[src/rtl/fp32_pkg.sv]
// Shared binary32 constants and classification helpers for the fp32 datapath blocks.
package fp32_pkg;

  localparam logic [31:0] FP32_QNAN     = 32'h7FC0_0000;
  localparam logic [7:0]  FP32_EXP_MAX  = 8'hFF;
  localparam logic [31:0] FP32_POS_ZERO = 32'h0000_0000;

  function automatic logic is_nan(input logic [31:0] x);
    return (x[30:23] == FP32_EXP_MAX) && (x[22:0] != 23'd0);
  endfunction

  function automatic logic is_zero(input logic [31:0] x);
    return x[30:0] == 31'd0;
  endfunction

endpackage

[src/rtl/fp32_max2.sv]
// Combinational binary32 max with sign-magnitude ordering; ties (including +0/-0) return a.
// Zero latency, no flow control.
module fp32_max2
  import fp32_pkg::*;
(
  input  logic [31:0] a_i,
  input  logic [31:0] b_i,
  output logic [31:0] y_o
);

  logic b_wins;

  always_comb begin
    b_wins = 1'b0;
    if (is_zero(a_i) && is_zero(b_i)) begin
      b_wins = 1'b0;
    end else if (a_i[31] != b_i[31]) begin
      b_wins = a_i[31];
    end else if (!a_i[31]) begin
      b_wins = b_i[30:0] > a_i[30:0];
    end else begin
      // Both negative: smaller magnitude is the larger value.
      b_wins = b_i[30:0] < a_i[30:0];
    end
  end

  assign y_o = b_wins ? b_i : a_i;

endmodule

[src/rtl/fp32_row_max.sv]
// Streaming row-max reducer: result registered on the edge accepting the closing beat (1 cycle).
// No backpressure; every in_valid beat is consumed, result holds until the next row_start.
module fp32_row_max
  import fp32_pkg::*;
#(
  parameter int T = 4
) (
  input  logic        clk,
  input  logic        rst_n,
  input  logic        in_valid,
  input  logic [31:0] in_fp32,
  input  logic        row_start,
  input  logic        row_last,
  output logic        max_valid,
  output logic [31:0] max_fp32
);

  localparam int CW = $clog2(T + 1);

  typedef enum logic {IDLE, ACCUM} state_e;

  state_e      state_q;
  logic [31:0] running_q;
  logic [CW-1:0] cnt_q;
  logic        nan_q;
  logic        max_valid_q;
  logic [31:0] max_fp32_q;

  logic [31:0] fmax_y;
  logic        take;
  logic [31:0] running_d;
  logic [CW-1:0] cnt_d;
  logic        nan_d;
  logic        close;

  fp32_max2 u_max2 (
    .a_i (running_q),
    .b_i (in_fp32),
    .y_o (fmax_y)
  );

  always_comb begin
    take      = 1'b0;
    running_d = running_q;
    cnt_d     = cnt_q;
    nan_d     = nan_q;
    close     = 1'b0;
    if (in_valid) begin
      if (row_start) begin
        // A start mid-row abandons the open row and seeds a fresh one.
        take      = 1'b1;
        running_d = in_fp32;
        cnt_d     = CW'(1);
        nan_d     = is_nan(in_fp32);
      end else if (state_q == ACCUM) begin
        take      = 1'b1;
        running_d = fmax_y;
        cnt_d     = cnt_q + 1'b1;
        nan_d     = nan_q | is_nan(in_fp32);
      end
      close = take && (row_last || (cnt_d == CW'(T)));
    end
  end

  always_ff @(posedge clk or posedge rst_n) begin
    if (rst_n) begin
      state_q     <= IDLE;
      running_q   <= FP32_POS_ZERO;
      cnt_q       <= '0;
      nan_q       <= 1'b0;
      max_valid_q <= 1'b0;
      max_fp32_q  <= FP32_POS_ZERO;
    end else if (take) begin
      running_q <= running_d;
      cnt_q     <= cnt_d;
      nan_q     <= nan_d;
      if (close) begin
        state_q     <= IDLE;
        max_valid_q <= 1'b1;
        max_fp32_q  <= nan_d ? FP32_QNAN : running_d;
      end else begin
        state_q <= ACCUM;
        if (row_start) max_valid_q <= 1'b0;
      end
    end
  end

  assign max_valid = max_valid_q;
  assign max_fp32  = max_fp32_q;

endmodule

[config.mk]
export PLATFORM = sky130hd
export DESIGN_NAME = fp32_row_max
export DESIGN_NICKNAME = d
export VERILOG_FILES = /design/src/rtl/fp32_pkg.sv /design/src/rtl/fp32_max2.sv /design/src/rtl/fp32_row_max.sv
export SDC_FILE = /design/constraint.sdc
export NUM_CORES = 1
export LEC_CHECK = 0
export ABC_AREA = 1
export BUFFER_PORTS_ARGS = -buffer_cell sky130_fd_sc_hd__buf_2
export CAP_MARGIN = 5
export CORE_UTILIZATION = 51
export DETAILED_ROUTE_END_ITERATION = 8
export PLACE_DENSITY = 0.74
export SYNTH_ARGS = -nofsm -noshare
export SYNTH_HDL_FRONTEND = slang
export SYNTH_SLANG_ARGS = --single-unit
[constraint.sdc]
create_clock -name clk -period 2.3 [get_ports clk]
set_input_delay 0.46 -clock clk [delete_from_list [all_inputs] [get_ports clk]]
set_output_delay 0.46 -clock clk [all_outputs]
set_load 0.005 [all_outputs]
==> results of run 1 <==
kinds of logic (layout without fill, tap and decap cells):
family | after synthesis | after routing | synth area share (%)
buffers and inverters | 102 | 206 | 10.84
flip-flops | 70 | 70 | 41.35
AND/OR/NAND/NOR | 316 | 320 | 35.62
adder cells (fa/ha/maj) | 32 | 32 | 9.451
AO/OA/AOI/OAI | 21 | 21 | 2.747
worst reg2reg max path, delay by kind of cell, from the launching register on:
| family | cells | cell delay, ns |
|---|---|---|
| buf+inv | 3 | 0.43 |
| flops | 1 | 0.41 |
| compound gates | 3 | 0.47 |
| simple gates | 8 | 0.78 |
| fa+ha+maj | 1 | 0.21 |
what timing repair did:
| action | 4_1_cts | 5_1_grt |
|---|---|---|
| endpoints found under the hold margin | 0 | 0 |
| gates resized for setup | 0 | 75 |
| setup buffers | 0 | 9 |
| endpoints found under the setup margin | 0 | 58 |
| hold buffers | 0 | 0 |
flip-flops by register name (all words and copies together) (netlist names):
register,flops
running_q,32
max_fp32,32
state_q,1
cnt_q,3
max_valid,1
nan_q,1
cell type report:
cell class,count,share of cell area [%]
Timing Repair Buffer,105,12.63
Clock inverter,1,0.09085
Clock buffer,13,3.066
Multi-Input combinational cell,373,44.17
Tap cell,102,2.317
Sequential cell,70,31.80
Inverter,87,5.928
cell usage after synthesis, types with 6 or more instances:
cell	n	area share [%]
nand2_1	151	13
inv_1	87	7.7
nand3_1	72	8.5
dfrtp_1	70	41
ha_1	32	9.5
and2_1	23	3.4
nand4_1	19	2.8
nor2_1	18	1.6
a21oi_1	13	1.5
nand2_2	10	1.5
buf_6	7	1.9
or2_2	6	0.89
how the worst min path moves through the flow:
stage                   endpoint          from  slack (ns)
global placement    max_fp32[16]  max_fp32[16]        0.46
CTS                 max_fp32[17]         rst_n        0.20
detailed placement   max_fp32[6]   max_fp32[6]        0.46
global route           max_valid         rst_n        0.21
floorplan           max_fp32[31]  max_fp32[31]        0.47
finish                 max_valid         rst_n        0.18
stage by stage:
stage	instances	hold slack, ns	total power [mW]
floorplan	541	0.4724	2.919
global placement	722	0.4575	3.405
detailed placement	722	0.4597	3.491
CTS	736	0.1960	4.415
global route	751	0.2118	5.214
finish	751	0.1792	4.851
layer usage:
layer,track usage [%],up-vias
met2,41.73,196
met4,10.38,0
li1,-,1921
met1,33.11,1931
met3,6.260,53
met5,0,-
power breakdown:
group / internal, mW / total (mW) / leakage, nW / switching, mW
registers: 1.61 / 1.81 / 0.820 / 0.196
clock network: 0.467 / 0.917 / 0.0914 / 0.450
logic: 0.935 / 2.13 / 2.03 / 1.19
total: 3.01 / 4.85 / 2.95 / 1.84
==> impl_metrics.yaml, run 1 <==
drt:
  drc: 0
  wl_met3_um: 744
  routedWlPerCell_um: 15.61
  drtAntennaViolNets: 0
  vias: 4101
  dr_wl_met2_mm: 5.536
  wl_met1_mm: 4.953
  wirelength_mm: 11.72
  maxUsedRoutingLayer: "met4"
  drtPass1Iterations: 5
  drtIter0Drc: 267
  routed_via_density: 5.461
clocking:
  worstSkewPairLatency_ns: 0.35
  cts_buffers: 9
  cts-root-buf: "clkbuf_8"
  tritoncts: "done"
  cts_sinks: 70
  cts_buffer_depth: 2
  path_clk_slew_ns: 0.07
  htree_num_levels: 3
final_layout:
  nNetsFinal: 715
  diodes: 0
  final_common_cell: "nand2_1"
  nFillCells: 586
  final_area_um2: 5509
  ff_latch_area_um2: 1752
  final_cell_mix: "nand2_1, inv_1, dfrtp_1"
  area_growth_pct: 30.04
  fin_util_pct: 69.84
  drive_above_1_share_pct: 33.28
  multi_input_area_um2: 2434
critical_path:
  crit_chain: "inv_2, ha_4, buf_4, nand2_1, a21oi_1, nor2_1, nand2_1, a21oi_2, nand2_2, a21oi_4, nand2_4, clkbuf_16, nand3_1, nand3_1, nand2_1"
  worstReg2RegStart: "running_q[28]"
  critPathSlowestCell: "dfrtp_1"
  cp-start-kind: "register"
  cp_top_family: "simple AND/OR/NAND/NOR gates"
  critical_path_class: "reg2reg"
  path_depth: 15
  critPathRequiredTime_ns: 2.59
  startpoint: "running_q[28]"
  path_max_fanout: 4
  cp-end-kind: "register"
  cp_common_cell: "nand2_1"
  reg2reg_depth: 15
  arrival_ns: 2.65
  endpoint: "max_fp32[0]"
  rr_endpoint: "max_fp32[0]"
  cp_num_buf_inv: 3
  rrSetupSlack_ns: -0.06
  slowest_delay_ns: 0.41
synth:
  ys_async_sr_fraction_pct: 100.0
  ys.flop_type: "dfrtp_1"
  yosys_register_bits: 70
  yosys_warnings: 0
  synth_edf_count: 0
  seq_area_frac_synth_pct: 41.35
  synth_cell_types: 29
  synthCells: 541
  synth_area_per_cell_um2: 7.831
  syn_nets: 610
  synth_area_um2: 4237
sta:
  slew_headroom_pct: 56.43
  setup_tns_ns: -0.6061
  worstMarginPinSlew_ns: 0.6536
  period_share_pct: 102.5
  setup_violations: 34
  layout_setup_ws_ns: -0.05730
  slew_violations: 0
  fmax_ghz: 0.4242
  skew_ns: 0.004168
  period_minus_slack_ns: 2.357
  hold_viol_final: 0
  rsz0062_at_grt: "yes"
floorplan:
  dieHeight_um: 93.14
  rows: 32
  io_pins: 70
  chipWidth_um: 93.14
  initial_core_util_pct: 53.71
  die_area_um2: 8675
  coreArea_um2: 7888
placed_design:
  pre_cts_slack_ns: -0.1578
  dp_hpwl_mm: 7.399
  placed_area_um2: 4802
  io_buffer_count: 69
  place_congestion: 0.9003
global_routing:
  grt_max_degree: 71
  antenna_found_initial: 0
  grt_pass1_vias: 3782
  grt_pass1_wl_mm: 17.19
  grt_use_total_pct: 25.77
  grt.overflow.total: 0
pwr:
  peakVddDrop_mv: 0.5768
  p_leak_nw: 2.945
  p_per_area_nw_per_um2: 880.5
run_status:
  outcome: "finished, violations left"
  violations: "setup timing"
job:
  drv_cap: 0
min_path:
  min_path_type: "in2async"
No activity file was read; power rests on OpenSTA's default activity.
==> inputs of run 2 (changes only) <==
TNS_END_PERCENT = 5   (was default)
==> run 2 against run 1 <==
  * The run still ends with setup timing left
  * Clock-buffer cell count did not move
  * Final area fell by 3.1%
  * Total power fell by 2.9%
  * Non-clock buffer count fell by 3
  * Hold slack got worse by 0.0013 ns
  * Clock power rose by 0.9%
  * Highest routed layer unchanged
==> impl_metrics.yaml, run 2 (synthesis gave the netlist of run 1 again) <==
run_status:
  outcome: "finished, violations left"
  violations: "setup timing"
critical_path:
  reg2reg_depth: 16
  critPathSlowestCell: "dfrtp_1"
  cp_common_cell: "nand2_2"
  cp-start-kind: "register"
  arrival_ns: 2.57
  path_max_fanout: 8
  cp-end-kind: "register"
  slowest_delay_ns: 0.38
  critical_path_class: "reg2reg"
  critPathRequiredTime_ns: 2.55
  crit_chain: "inv_2, ha_4, nand2_2, nor2_2, nand4_1, nor3_2, nand2_1, nand2_2, nand2_2, nand2_4, nand2_8, clkbuf_16, nand3_2, nand3_1, nand2_1, inv_1"
floorplan:
  rows: 32
  chipWidth_um: 93.14
  coreArea_um2: 7888
  io_pins: 70
  die_area_um2: 8675
  dieHeight_um: 93.14
  initial_core_util_pct: 53.71
sta:
  rsz0062_at_grt: "yes"
  fmax_ghz: 0.4312
  setup_tns_ns: -0.01921
  worstMarginPinSlew_ns: 0.6086
  setup_violations: 1
  hold_viol_final: 0
  period_share_pct: 100.8
  slew_violations: 0
  slew_headroom_pct: 59.43
  layout_setup_ws_ns: -0.01921
  skew_ns: 0.005811
  period_minus_slack_ns: 2.319
clocking:
  path_clk_slew_ns: 0.07
  cts_buffers: 9
  cts_hold_buf: 0
  htree_num_levels: 3
  cts-root-buf: "clkbuf_8"
  worstSkewPairLatency_ns: 0.35
  cts_sinks: 70
  cts_buffer_depth: 2
  tritoncts: "done"
drt:
  drtAntennaViolNets: 0
  wirelength_mm: 11.05
  routedWlPerCell_um: 14.81
  drc: 0
  vias: 3992
  drtPass1Iterations: 5
  drtIter0Drc: 293
  routed_via_density: 5.351
global_routing:
  grt_use_total_pct: 25.77
  grt_max_degree: 71
  grt.overflow.total: 0
  grt_pass1_wl_mm: 17.19
  antenna_found_initial: 0
  grt_pass1_vias: 3782
pwr:
  combPwrFrac_pct: 42.1
  p_per_area_nw_per_um2: 882.2
  internal_power_mw: 2.948
  peakVddDrop_mv: 0.5781
  p_switching_mw: 1.761
  p_leak_nw: 2.895
  pwr-share-seq_pct: 38.2
  netSwitchingFraction_pct: 37.40
  power.total_mw: 4.709
  clockPowerShare_pct: 19.7
final_layout:
  area_growth_pct: 25.99
  nFillCells: 617
  drive_above_1_share_pct: 29.66
  diodes: 0
  final_cell_mix: "nand2_1, inv_1, dfrtp_1"
  instances_no_fill: 746
  nNetsFinal: 710
  final_common_cell: "nand2_1"
min_path:
  min_path_type: "in2async"
placed_design:
  dpl.cell_count: 722
  dp_hpwl_mm: 7.399
  place_congestion: 0.9003
  io_buffer_count: 69
job:
  drv_cap: 0
[run 2: stage by stage]
stage | utilization [%] | setup slack (ns) | hold WS (ns) | instance area (um^2)
finish | 67.67 | -0.01921 | 0.1779 | 5338
global route | 67.67 | -0.1712 | 0.2157 | 5338
CTS | 63.09 | 0.04406 | 0.1960 | 4976
detailed placement | 60.88 | -0.1578 | 0.4597 | 4802
global placement | 60.88 | -0.05703 | 0.4575 | 4802
floorplan | - | 0.07179 | 0.4724 | 4237
[run 2: critical path: cells and delay by family, from the launching register on]
kind,cells,cell delay (ns)
adders and majority gates,1,0.27
buffers and inverters,3,0.30
and+or+nand+nor,12,1.27
DFF,1,0.38
[run 2: area by class of cell]
cell class              count  area, um^2  area share, %
multi-input cells         371        2306          43.20
flip-flops and latches     70        1752          32.82
repair buffers            102       651.9          12.21
inverters                  87       326.6          6.118
clock buffers              13       168.9          3.165
well taps                 102       127.6          2.391
clock inverters             1       5.005        0.09376
[run 2: what timing repair did]
| item | in CTS | in global routing |
|---|---|---|
| endpoints found under the setup margin | 0 | 58 |
| gates resized for setup | 0 | 53 |
| setup buffers | 0 | 7 |
[run 2: power groups by stage]
stage,Sequential (mW),Clock (mW),Combinational [mW]
after floorplan,1.80,0,1.12
after global placement,1.79,0,1.61
after detailed placement,1.81,0,1.69
after CTS,1.79,0.926,1.70
after global routing,1.85,0.979,2.25
final,1.80,0.925,1.98
[run 2: worst paths after layout]
check,end,from,slack [ns]
worst max-delay path,max_fp32[24],running_q[28],-0.02
worst min-delay path,max_valid,rst_n,0.18
worst max register to register,max_fp32[24],running_q[28],-0.02
worst min register to register,max_fp32[16],max_fp32[16],0.47
max in group asynchronous,running_q[15],rst_n,1.82
min in group clk,running_q[31],in_fp32[31],0.43
[run 2: metal layers]
metal,track usage (%),vias to the layer above,wire (um)
met5,0,-,0
met4,10.38,0,389
met3,6.260,36,663
met2,41.73,162,5274
met1,33.11,1884,4722
li1,-,1910,-
